===== src/rtl/spi_arb_pkg.sv =====
// Shared types and defaults for the SPI bus arbiter: FSM state encoding and one-hot helper.
package spi_arb_pkg;

  localparam int N_REQ_DEF   = 3;
  localparam int DW_DEF      = 16;
  localparam int TO_CYC_DEF  = 100000;
  localparam int GAP_CYC_DEF = 16;
  localparam int MAX_REQ     = 32;

  typedef enum logic [4:0] {
    IDLE = 5'b00001,
    LOAD = 5'b00010,
    RUN  = 5'b00100,
    DONE = 5'b01000,
    GAP  = 5'b10000
  } state_t;

  function automatic logic [MAX_REQ-1:0] onehot(input int idx);
    return {{(MAX_REQ-1){1'b0}}, 1'b1} << idx;
  endfunction

endpackage


===== src/rtl/spi_bus_arbiter_if.sv =====
// Link between the arbiter and the single SPI master: word/count/start out, readback and done back.
interface spi_bus_arbiter_if #(
  parameter int N_REQ = 3,
  parameter int DW    = 16
);
  logic [DW-1:0]    o_dat_in;
  logic             o_opt_start;
  logic [7:0]       o_opt_cnt;
  logic [N_REQ-1:0] o_cs_sel;
  logic [7:0]       i_dat_out;
  logic             i_dat_vaild;
  logic             i_spi_done;

  modport master (
    output o_dat_in, o_opt_start, o_opt_cnt, o_cs_sel,
    input  i_dat_out, i_dat_vaild, i_spi_done
  );

  modport slave (
    input  o_dat_in, o_opt_start, o_opt_cnt, o_cs_sel,
    output i_dat_out, i_dat_vaild, i_spi_done
  );
endinterface


===== src/rtl/spi_bus_arbiter_rr_arbiter.sv =====
// Combinational round-robin pick: first set request at or after i_ptr, wrapping at N_REQ.
module rr_arbiter
  import spi_arb_pkg::*;
#(
  parameter int N_REQ = N_REQ_DEF,
  parameter int IW    = (N_REQ > 1) ? $clog2(N_REQ) : 1
) (
  input  logic [N_REQ-1:0] i_req,
  input  logic [IW-1:0]    i_ptr,
  output logic [N_REQ-1:0] o_gnt,
  output logic [IW-1:0]    o_idx
);

  logic [2*N_REQ-1:0] w_dbl;
  logic [N_REQ-1:0]   w_rot;
  logic               w_found;
  int                 w_off;
  int                 w_sum;
  logic [MAX_REQ-1:0] w_oh;

  // Rotating the doubled vector puts the pointer position at bit 0.
  assign w_dbl = {i_req, i_req} >> i_ptr;
  assign w_rot = w_dbl[N_REQ-1:0];

  always_comb begin
    w_found = 1'b0;
    w_off   = 0;
    for (int k = 0; k < N_REQ; k++) begin
      if (!w_found && w_rot[k]) begin
        w_found = 1'b1;
        w_off   = k;
      end
    end
  end

  always_comb begin
    w_sum = int'(i_ptr) + w_off;
    if (w_sum >= N_REQ) w_sum = w_sum - N_REQ;
  end

  assign w_oh  = onehot(w_sum);
  assign o_gnt = w_found ? w_oh[N_REQ-1:0] : '0;
  assign o_idx = IW'(w_sum);

endmodule


===== src/rtl/spi_bus_arbiter.sv =====
// Shares one SPI master among N_REQ controllers: round-robin grant, timeout watchdog, idle gap.
// Grant 1 cycle after request, start 1 cycle later; back in IDLE GAP_CYC+2 cycles after done.
module spi_bus_arbiter
  import spi_arb_pkg::*;
#(
  parameter int N_REQ   = N_REQ_DEF,
  parameter int DW      = DW_DEF,
  parameter int TO_CYC  = TO_CYC_DEF,
  parameter int GAP_CYC = GAP_CYC_DEF
) (
  input  logic                sys_clk,
  input  logic                rst_n,
  input  logic [N_REQ-1:0]    i_req,
  input  logic [N_REQ*DW-1:0] i_req_dat,
  input  logic [N_REQ*8-1:0]  i_req_cnt,
  output logic [N_REQ-1:0]    o_gnt,
  output logic [N_REQ-1:0]    o_done,
  output logic [N_REQ-1:0]    o_err,
  output logic [7:0]          o_rd_dat,
  output logic [N_REQ-1:0]    o_rd_vld,
  output logic                o_busy,
  spi_bus_arbiter_if.master   spi
);

  localparam int IW = (N_REQ > 1) ? $clog2(N_REQ) : 1;
  localparam int TW = $clog2(TO_CYC + 1);
  localparam int GW = $clog2(GAP_CYC + 2);

  state_t           r_state, w_state;
  logic [IW-1:0]    r_ptr, w_ptr, r_win, w_win;
  logic [N_REQ-1:0] r_gnt, w_gnt, r_done, w_done, r_err, w_err, r_rd_vld, w_rd_vld;
  logic [DW-1:0]    r_dat, w_dat;
  logic [7:0]       r_cnt, w_cnt, r_rd_dat, w_rd_dat;
  logic             r_start, w_start;
  logic [TW-1:0]    r_to, w_to;
  logic [GW-1:0]    r_gap, w_gap;
  logic [N_REQ-1:0] w_arb_gnt;
  logic [IW-1:0]    w_arb_idx;

  rr_arbiter #(.N_REQ(N_REQ), .IW(IW)) u_rr (
    .i_req (i_req),
    .i_ptr (r_ptr),
    .o_gnt (w_arb_gnt),
    .o_idx (w_arb_idx)
  );

  always_ff @(posedge sys_clk or negedge rst_n) begin
    if (!rst_n) begin
      r_state  <= IDLE;
      r_ptr    <= '0;
      r_win    <= '0;
      r_gnt    <= '0;
      r_done   <= '0;
      r_err    <= '0;
      r_rd_vld <= '0;
      r_dat    <= '0;
      r_cnt    <= '0;
      r_rd_dat <= '0;
      r_start  <= 1'b0;
      r_to     <= '0;
      r_gap    <= '0;
    end else begin
      r_state  <= w_state;
      r_ptr    <= w_ptr;
      r_win    <= w_win;
      r_gnt    <= w_gnt;
      r_done   <= w_done;
      r_err    <= w_err;
      r_rd_vld <= w_rd_vld;
      r_dat    <= w_dat;
      r_cnt    <= w_cnt;
      r_rd_dat <= w_rd_dat;
      r_start  <= w_start;
      r_to     <= w_to;
      r_gap    <= w_gap;
    end
  end

  always_comb begin
    w_state  = r_state;
    w_ptr    = r_ptr;
    w_win    = r_win;
    w_gnt    = r_gnt;
    w_done   = '0;
    w_err    = '0;
    w_rd_vld = '0;
    w_dat    = r_dat;
    w_cnt    = r_cnt;
    w_rd_dat = r_rd_dat;
    w_start  = r_start;
    w_to     = r_to;
    w_gap    = r_gap;
    unique case (r_state)
      IDLE: begin
        if (|i_req) begin
          w_win   = w_arb_idx;
          w_gnt   = w_arb_gnt;
          w_dat   = i_req_dat[int'(w_arb_idx)*DW +: DW];
          w_cnt   = i_req_cnt[int'(w_arb_idx)*8 +: 8];
          w_state = LOAD;
        end
      end
      LOAD: begin
        w_start = 1'b1;
        w_to    = '0;
        w_state = RUN;
      end
      RUN: begin
        if (spi.i_dat_vaild) begin
          w_rd_vld = r_gnt;
          w_rd_dat = spi.i_dat_out;
        end
        w_to = r_to + TW'(1);
        // A done arriving on the expiry cycle still counts as a clean completion.
        if (spi.i_spi_done) begin
          w_start = 1'b0;
          w_done  = r_gnt;
          w_state = DONE;
        end else if (r_to == TW'(TO_CYC - 1)) begin
          w_start = 1'b0;
          w_done  = r_gnt;
          w_err   = r_gnt;
          w_state = DONE;
        end
      end
      DONE: begin
        w_gnt   = '0;
        w_ptr   = (r_win == IW'(N_REQ - 1)) ? '0 : r_win + IW'(1);
        w_gap   = '0;
        w_state = GAP;
      end
      GAP: begin
        w_gap = r_gap + GW'(1);
        if (r_gap == GW'(GAP_CYC)) w_state = IDLE;
      end
      default: w_state = IDLE;
    endcase
  end

  assign o_gnt           = r_gnt;
  assign o_done          = r_done;
  assign o_err           = r_err;
  assign o_rd_vld        = r_rd_vld;
  assign o_rd_dat        = r_rd_dat;
  assign o_busy          = (r_state != IDLE);
  assign spi.o_dat_in    = r_dat;
  assign spi.o_opt_start = r_start;
  assign spi.o_opt_cnt   = r_cnt;
  assign spi.o_cs_sel    = r_gnt;

endmodule

===== src/flat_wrapper.sv =====
// flat-port wrapper written by rule: the top's interface ports become plain ports
module spi_bus_arbiter_flat import spi_arb_pkg::*;
#(
  parameter int N_REQ   = N_REQ_DEF,
  parameter int DW      = DW_DEF,
  parameter int TO_CYC  = TO_CYC_DEF,
  parameter int GAP_CYC = GAP_CYC_DEF
)
  (sys_clk, rst_n, i_req, i_req_dat, i_req_cnt, o_gnt, o_done, o_err, o_rd_dat, o_rd_vld, o_busy, spi_o_dat_in, spi_o_opt_start, spi_o_opt_cnt, spi_o_cs_sel, spi_i_dat_out, spi_i_dat_vaild, spi_i_spi_done);
  spi_bus_arbiter_if #(.N_REQ(N_REQ), .DW(DW)) spi_i ();
  input  logic sys_clk;
  input  logic rst_n;
  input  logic [N_REQ-1:0] i_req;
  input  logic [N_REQ*DW-1:0] i_req_dat;
  input  logic [N_REQ*8-1:0] i_req_cnt;
  output logic [N_REQ-1:0] o_gnt;
  output logic [N_REQ-1:0] o_done;
  output logic [N_REQ-1:0] o_err;
  output logic [7:0] o_rd_dat;
  output logic [N_REQ-1:0] o_rd_vld;
  output logic o_busy;
  output wire logic [$bits(spi_i.o_dat_in)-1:0] spi_o_dat_in;
  output wire logic [$bits(spi_i.o_opt_start)-1:0] spi_o_opt_start;
  output wire logic [$bits(spi_i.o_opt_cnt)-1:0] spi_o_opt_cnt;
  output wire logic [$bits(spi_i.o_cs_sel)-1:0] spi_o_cs_sel;
  input wire logic [$bits(spi_i.i_dat_out)-1:0] spi_i_dat_out;
  input wire logic [$bits(spi_i.i_dat_vaild)-1:0] spi_i_dat_vaild;
  input wire logic [$bits(spi_i.i_spi_done)-1:0] spi_i_spi_done;
  assign spi_o_dat_in = spi_i.o_dat_in;
  assign spi_o_opt_start = spi_i.o_opt_start;
  assign spi_o_opt_cnt = spi_i.o_opt_cnt;
  assign spi_o_cs_sel = spi_i.o_cs_sel;
  assign spi_i.i_dat_out = spi_i_dat_out;
  assign spi_i.i_dat_vaild = spi_i_dat_vaild;
  assign spi_i.i_spi_done = spi_i_spi_done;
  spi_bus_arbiter #(.N_REQ(N_REQ), .DW(DW), .TO_CYC(TO_CYC), .GAP_CYC(GAP_CYC)) u_core (.sys_clk(sys_clk), .rst_n(rst_n), .i_req(i_req), .i_req_dat(i_req_dat), .i_req_cnt(i_req_cnt), .o_gnt(o_gnt), .o_done(o_done), .o_err(o_err), .o_rd_dat(o_rd_dat), .o_rd_vld(o_rd_vld), .o_busy(o_busy), .spi(spi_i));
endmodule

===== config.mk =====
export PLATFORM = sky130hd
export DESIGN_NAME = spi_bus_arbiter_flat
export DESIGN_NICKNAME = d
export VERILOG_FILES = /design/src/rtl/spi_arb_pkg.sv /design/src/rtl/spi_bus_arbiter_if.sv /design/src/rtl/spi_bus_arbiter_rr_arbiter.sv /design/src/rtl/spi_bus_arbiter.sv /design/src/flat_wrapper.sv
export SDC_FILE = /design/constraint.sdc
export NUM_CORES = 1
export LEC_CHECK = 0
export BUFFER_PORTS_ARGS = -buffer_cell sky130_fd_sc_hd__buf_2
export CAP_MARGIN = 20
export CORE_MARGIN = 4
export CORE_UTILIZATION = 32
export DETAILED_ROUTE_END_ITERATION = 12
export PLACE_DENSITY = 0.51
export SLEW_MARGIN = 20
export SYNTH_ARGS = -nofsm -noshare
export SYNTH_HDL_FRONTEND = slang
export SYNTH_SLANG_ARGS = --single-unit

===== constraint.sdc =====
create_clock -name sys_clk -period 8.9 [get_ports sys_clk]
set_input_delay 1.78 -clock sys_clk [delete_from_list [all_inputs] [get_ports sys_clk]]
set_output_delay 1.78 -clock sys_clk [all_outputs]
set_load 0.03 [all_outputs]

==> run summary, run 1 <==
status: finished clean
Least-Margin Pin Slew: 0.788 ns
peak fanout along the critical path: 104
hold path start: u_core.r_win[1]
slowest CP cell: nand2b_2
die area: 15,800 um2
vias in the first global route: 4,115
Fin. Hold Viols: 0
area occupied by multi-input gates: 2360 um2
routed vias/inst: 5.10
DRC violations left: 0
most frequent cell on the critical path: a21oi_1
total gr overflow: 0
Compound-Gate Fraction of Synth Area: 20.3%
vias after detailed routing: 4,201
Post-DP Area: 5210 um2
fmax: 199 MHz
Final Cycle Share: 56.5%
simple-gate area share of the yosys netlist: 25.7%
startpoint types: input pin
TNS Setup: 0 ns
Post-synth ARST share: 100%
H-tree levels: 3
Final GP Congestion: 0.819
largest family of logic cells by synthesized area: simple AND/OR/NAND/NOR gates
largest net degree at the start of global routing: 105
mux contribution to synthesized area: 3.85%
drt total wl: 12.8 mm
Area contributors post-synth: dfrtp_1, a21oi_1, nand2b_1
total power: 2.04 mW
adder-cell share of the synthesized area: 1.87%
Req. time, crit path: 9.17 ns
All-Layer GR Usage: 16.4%
most frequent cell after synthesis: a21oi_1
hpwl dp: 8.83 mm
post-synth top area cell: dfrtp_1
WHS Endpoint: u_core.r_ptr[0]
io pins: 136
Cells after DPL: 808
root buf cell: clkbuf_16
relative slew slack: 47.5%
minimum clock period: 5.02 ns
worst setup path class: input pin to flop
Initial Util: 33.0%
Post-synth EDFFs: 0
Die X: 126 um
RSZ-0062 raised after global routing: no
CP Cell Sequence: buf_2 -> nor2b_1 -> a221o_1 -> ha_2 -> buf_4 -> ha_1 -> nand2b_2 -> a31o_2 -> a21oi_1 -> a21oi_1
P_leak: 2.57 nW
Slew Limit Fails: 0
port bufs: 135
Setup Fix Bufs, Post-CTS: 0
Synth top cells by count: a21oi_1, nand2_1, dfrtp_1, nand2b_1, o21ai_0
clock buffer depth: 2
top cell type's share of synthesized area: 42.4%
MaxCap Viol Count: 0
PD cells: 372 nW/um2
worst-case reg-to-reg path depth: 9
routed len/inst: 15.6 um
final setup fails: 0
Worst Path Arrival: 5.29 ns
die height: 126 um
Post-synth top flop: dfrtp_1
part of the Yosys area used for sequential elements: 43.0%
hold buffer count at cts: 0
Avg Inst Size Synth: 8.39 um2
Finished Layout Cells: 824
# rows: 42
filler instances: 1,376
ratio of cells with drive above 1 in the final layout: 26.7%
synthesized cell area: 4420 um2
skew final: 0.00797 ns
antenna-violating nets left: 0
clock buffer count from CTS: 9
Synthesis Warnings: 0
CTS tree: yes
post-synthesis cell type count: 58
clock slew seen by the registers of the worst setup and hold paths: 0.07 ns
register area: 1900 um2
n_diodes: 0
Core Area: 13,400 um2
worst r2r dst: u_core.spi.o_dat_in[4]
post-route cell area: 5500 um2
xor/xnor cell area share of the yosys netlist: 1.19%
final net count: 736
hold path cells: 1
reg2reg setup slack: 4.95 ns
hold slack final: 0.490 ns
Crit path largest cell delay: 0.64 ns
clk sinks: 76
Yosys reg bits: 76
maximum VDD drop: 164 uV
Hold Path Class: flop to flop
Resize count post-CTS: 0
worst flop-to-flop path startpoint: u_core.r_ptr[0]
initial antenna violation count: 2
Pre-Repair DR Iteration Count: 4
Net Count, Synth: 620
Area Growth Syn to Fin: 24.3%
Worst Setup End Kind: flop
DR iter-0 viols: 208
Post-Syn Instances: 527
Skew-Pair Late Insertion Delay: 0.34 ns
first-pass GRT wire length: 21.1 mm
-- cell families after synthesis --
kind of cell               count (synthesis)
muxes                                     16
and+or+nand+nor                          218
buffers and inverters                     41
DFF                                       76
adders and majority gates                  6
AOI/OAI and AO/OA                        164
xor gates and xnor gates                   6
-- how the worst max path moves through the flow --
| stage | to | startpoint | depth (start not counted) | slack [ns] |
|---|---|---|---|---|
| 5_1_grt | u_core.spi.o_dat_in[4] | i_req[1] | 10 | 3.57 |
| 3_5_place_dp | u_core.spi.o_dat_in[2] | i_req[2] | 12 | 3.21 |
| 6_report | u_core.spi.o_dat_in[4] | i_req[1] | 10 | 3.88 |
| 3_3_place_gp | u_core.spi.o_dat_in[2] | i_req[2] | 12 | 2.95 |
| 4_1_cts | u_core.spi.o_dat_in[2] | i_req[2] | 12 | 3.55 |
| 2_1_floorplan | u_core.o_gnt[1] | i_req[1] | 12 | 4.62 |
-- worst max-delay path, delay by kind of cell --
| kind | cells | cell delay [ns] |
|---|---|---|
| AND/OR/NAND/NOR | 2 | 0.78 |
| adder cells (fa/ha/maj) | 2 | 0.77 |
| buffers and inverters | 2 | 0.73 |
| AO/OA/AOI/OAI | 4 | 1.20 |
-- per-layer routing --
layer	routed length (um)	share of wire [%]	vias up	GRT usage, %
met5	26	0.20	-	0
met4	138	1.1	4	4.02
met3	1090	8.5	14	5.71
met2	5780	45	141	26.1
met1	5790	45	1974	21.4
li1	-	-	2068	-
-- per-stage QoR --
stage,worst slack [ns],utilization [%]
global route,3.57,41.0
detailed placement,3.21,38.9
global placement,2.95,38.8
CTS,3.55,41.0
finish,3.88,41.0
floorplan,4.62,-
-- sequential cells by signal (all words and copies together) (netlist names) --
signal / cells
u_core.o_rd_vld: 3
u_core.o_err: 3
u_core.o_rd_dat: 8
u_core.r_win: 2
u_core.spi.o_dat_in: 16
u_core.r_state: 5
u_core.r_to: 17
u_core.r_ptr: 2
u_core.o_done: 3
u_core.spi.o_opt_start: 1
u_core.o_gnt: 3
u_core.spi.o_opt_cnt: 8
u_core.r_gap: 5
-- placed cells by master, fill, tap and decap left out, drive strengths merged, types with 2 or more instances in the layout --
| master | netlist | final |
|---|---|---|
| a21o | 2 | 2 |
| a21oi | 93 | 93 |
| a31oi | 10 | 10 |
| and2 | 6 | 6 |
| and3 | 6 | 6 |
| and4 | 2 | 2 |
| buf | 13 | 137 |
| clkbuf | 19 | 9 |
| clkinvlp | 0 | 4 |
| dfrtp | 75 | 75 |
| ha | 5 | 5 |
| inv | 9 | 12 |
| mux2 | 8 | 8 |
| mux2i | 8 | 8 |
| nand2 | 79 | 79 |
| nand2b | 50 | 50 |
| nand3 | 14 | 14 |
| nand4 | 4 | 4 |
| nor2 | 29 | 29 |
| nor2b | 5 | 5 |
| nor3 | 6 | 6 |
| nor3b | 2 | 2 |
| nor4 | 3 | 3 |
| nor4b | 3 | 3 |
| nor4bb | 3 | 3 |
| o211ai | 3 | 3 |
| o21ai | 40 | 40 |
| o31ai | 4 | 4 |
| or3 | 2 | 2 |
| xnor2 | 3 | 3 |
| xor2 | 3 | 3 |
-- area by class of cell --
| type | count | share of cell area, % |
|---|---|---|
| timing repair buffer | 137 | 12.7 |
| inverter | 9 | 0.614 |
| clock buffer | 9 | 4.10 |
| clock inverter | 7 | 1.02 |
| multi-input combinational | 410 | 43.0 |
| sequential | 76 | 34.6 |
| tap | 176 | 4.00 |
-- report_power, final --
group          internal, mW  total, mW  switching [mW]  leakage, nW
Combinational         0.393       1.16           0.770         1.47
Clock                 0.192      0.352           0.160        0.125
Sequential            0.454      0.529          0.0751        0.967
Total                  1.04       2.04            1.00         2.57
No activity file was read; power rests on OpenSTA's default activity.
==> inputs of run 2 (changes only) <==
--- a/config.mk
+++ b/config.mk
@@ -10,7 +10,7 @@
 export CORE_MARGIN = 4
 export CORE_UTILIZATION = 32
 export DETAILED_ROUTE_END_ITERATION = 12
-export PLACE_DENSITY = 0.51
+export PLACE_DENSITY = 0.53
 export SLEW_MARGIN = 20
 export SYNTH_ARGS = -nofsm -noshare
 export SYNTH_HDL_FRONTEND = slang
==> constraint.sdc (replaced) <==
create_clock -name sys_clk -period 4.1 [get_ports sys_clk]
set_input_delay 0.82 -clock sys_clk [delete_from_list [all_inputs] [get_ports sys_clk]]
set_output_delay 0.82 -clock sys_clk [all_outputs]
set_load 0.03 [all_outputs]
==> run 2 against run 1 <==
Effect of this change:
- hold slack better by 0.0060 ns
- final area increased by 0.73%
- via count down 0.24%
- combinational power increased by 120%
- clock power grew 130%
- flip-flop and latch count stayed put
- highest routed layer is now met4
- sequential share of layout area fell by 0.25 points
- sequential power increased by 120%
- critical path depth up 4
==> run summary, run 2 (synthesized netlist as in run 1, its figures left out) <==
reg2reg setup slack: 0.72 ns
TNS Setup: 0 ns
vias in the first global route: 4,108
Fin. Hold Viols: 0
Post-DP Area: 5230 um2
P_leak: 2.61 nW
Setup Fix Bufs, Post-CTS: 0
total power: 4.50 mW
worst flop-to-flop path startpoint: u_core.r_ptr[0]
die height: 126 um
antenna-violating nets left: 0
clock buffer count from CTS: 9
total gr overflow: 0
worst r2r dst: u_core.spi.o_dat_in[6]
Initial Util: 33.0%
fmax: 282 MHz
clock slew seen by the registers of the worst setup and hold paths: 0.06 ns
Crit path largest cell delay: 0.57 ns
vias after detailed routing: 4,191
Top Family by Delay on Critical Path: adder cells
hold slack final: 0.496 ns
DR iter-0 viols: 289
Req. time, crit path: 4.35 ns
routed vias/inst: 5.06
final setup fails: 0
status: finished clean
largest net degree at the start of global routing: 77
Setup crit end: u_core.spi.o_dat_in[6]
skew final: 0.00512 ns
Resize count post-CTS: 0
# rows: 42
Final GP Congestion: 0.776
CP Cell Sequence: buf_2 -> nor4bb_1 -> a221o_1 -> ha_2 -> inv_1 -> fa_1 -> inv_1 -> ha_1 -> nand2b_1 -> buf_4 -> xnor2_1 -> buf_4 -> a31oi_1 -> a21oi_1
final net count: 740
worst-case reg-to-reg path depth: 13
Final Cycle Share: 86.5%
hpwl dp: 8.92 mm
most common cell after layout, fill and taps aside: buf_2
Area Growth Syn to Fin: 25.2%
hold buffer count at cts: 0
port bufs: 135
clk sinks: 76
Skew-Pair Late Insertion Delay: 0.33 ns
Slew Limit Fails: 0
H-tree levels: 3
CTS tree: yes
largest register by flop count: u_core.r_to
clock buffer depth: 2
Worst Setup End Kind: flop
RSZ-0062 raised after global routing: no
drt total wl: 12.4 mm
ratio of cells with drive above 1 in the final layout: 27.0%
worst setup path class: input pin to flop
Critical Path Stages: 14
Hold Path Class: flop to flop
peak fanout along the critical path: 28
startpoint types: input pin
Die X: 126 um
Core Area: 13,400 um2
Largest register FFs: 17
relative slew slack: 36.9%
fin worst setup slack: 0.556 ns
pre-CTS setup slack: 0.0413 ns
PD cells: 813 nW/um2
Pre-Repair DR Iteration Count: 4
io pins: 136
first-pass GRT wire length: 20.6 mm
routed len/inst: 14.9 um
DRC violations left: 0
Worst Path Buf+Inv: 5
slowest CP cell: fa_1
most frequent cells in the layout: buf_2, a21oi_1, nand2_1, dfrtp_1, nand2b_1
Least-Margin Pin Slew: 0.947 ns
Worst Path Arrival: 3.79 ns
post-route cell area: 5540 um2
die area: 15,800 um2
minimum clock period: 3.54 ns
initial antenna violation count: 0
MaxCap Viol Count: 0
Worst setup startpoint: i_req[2]
All-Layer GR Usage: 15.8%
maximum VDD drop: 350 uV
root buf cell: clkbuf_16
n_diodes: 0
==> run 2: cell types whose count changed in the layout (fill, tap and decap cells not counted), moves of 2 or more <==
cell and delta:
clkinv_2 +4, buf_4 +5, inv_6 -3, clkbuf_8 +2, clkinvlp_4 -4
==> run 2: per-layer routing <==
metal / GRT usage, % / wire [um]
met1: 20.7 / 5600
met2: 25.1 / 5630
met3: 5.33 / 1040
met4: 4.21 / 91
met5: 0 / 0
==> run 2: per-stage QoR <==
| step | instances | util (%) |
|---|---|---|
| detailed placement | 812 | 39.0 |
| global route | 828 | 41.3 |
| finish | 828 | 41.3 |
| floorplan | 527 | - |
| global placement | 812 | 39.0 |
| CTS | 828 | 41.3 |
==> run 2: cell type report <==
type	count	area, um2
fillers	1359	7860
multi-input cells	410	2360
flip-flops and latches	76	1900
repair buffers	141	723
clock buffers	11	253
well taps	176	220
clock inverters	5	50.0
inverters	9	33.8
==> run 2: power by group <==
part           internal, mW  leakage (nW)  switching [mW]  total, mW
combinational         0.880          1.48            1.67       2.55
clock                 0.500         0.155           0.295      0.795
sequential            0.987         0.967           0.172       1.16
total                  2.37          2.61            2.14       4.50
==> run 2: worst min-delay path by stage <==
stage,startpoint,endpoint,depth (start not counted)
finish,u_core.r_win[0],u_core.r_ptr[0],1
global route,u_core.o_rd_dat[1],u_core.o_rd_dat[1],1
detailed placement,u_core.r_win[0],u_core.r_ptr[0],1
floorplan,u_core.r_win[1],u_core.r_ptr[0],1
global placement,u_core.r_win[0],u_core.r_ptr[0],1
CTS,u_core.r_win[0],u_core.r_ptr[0],1
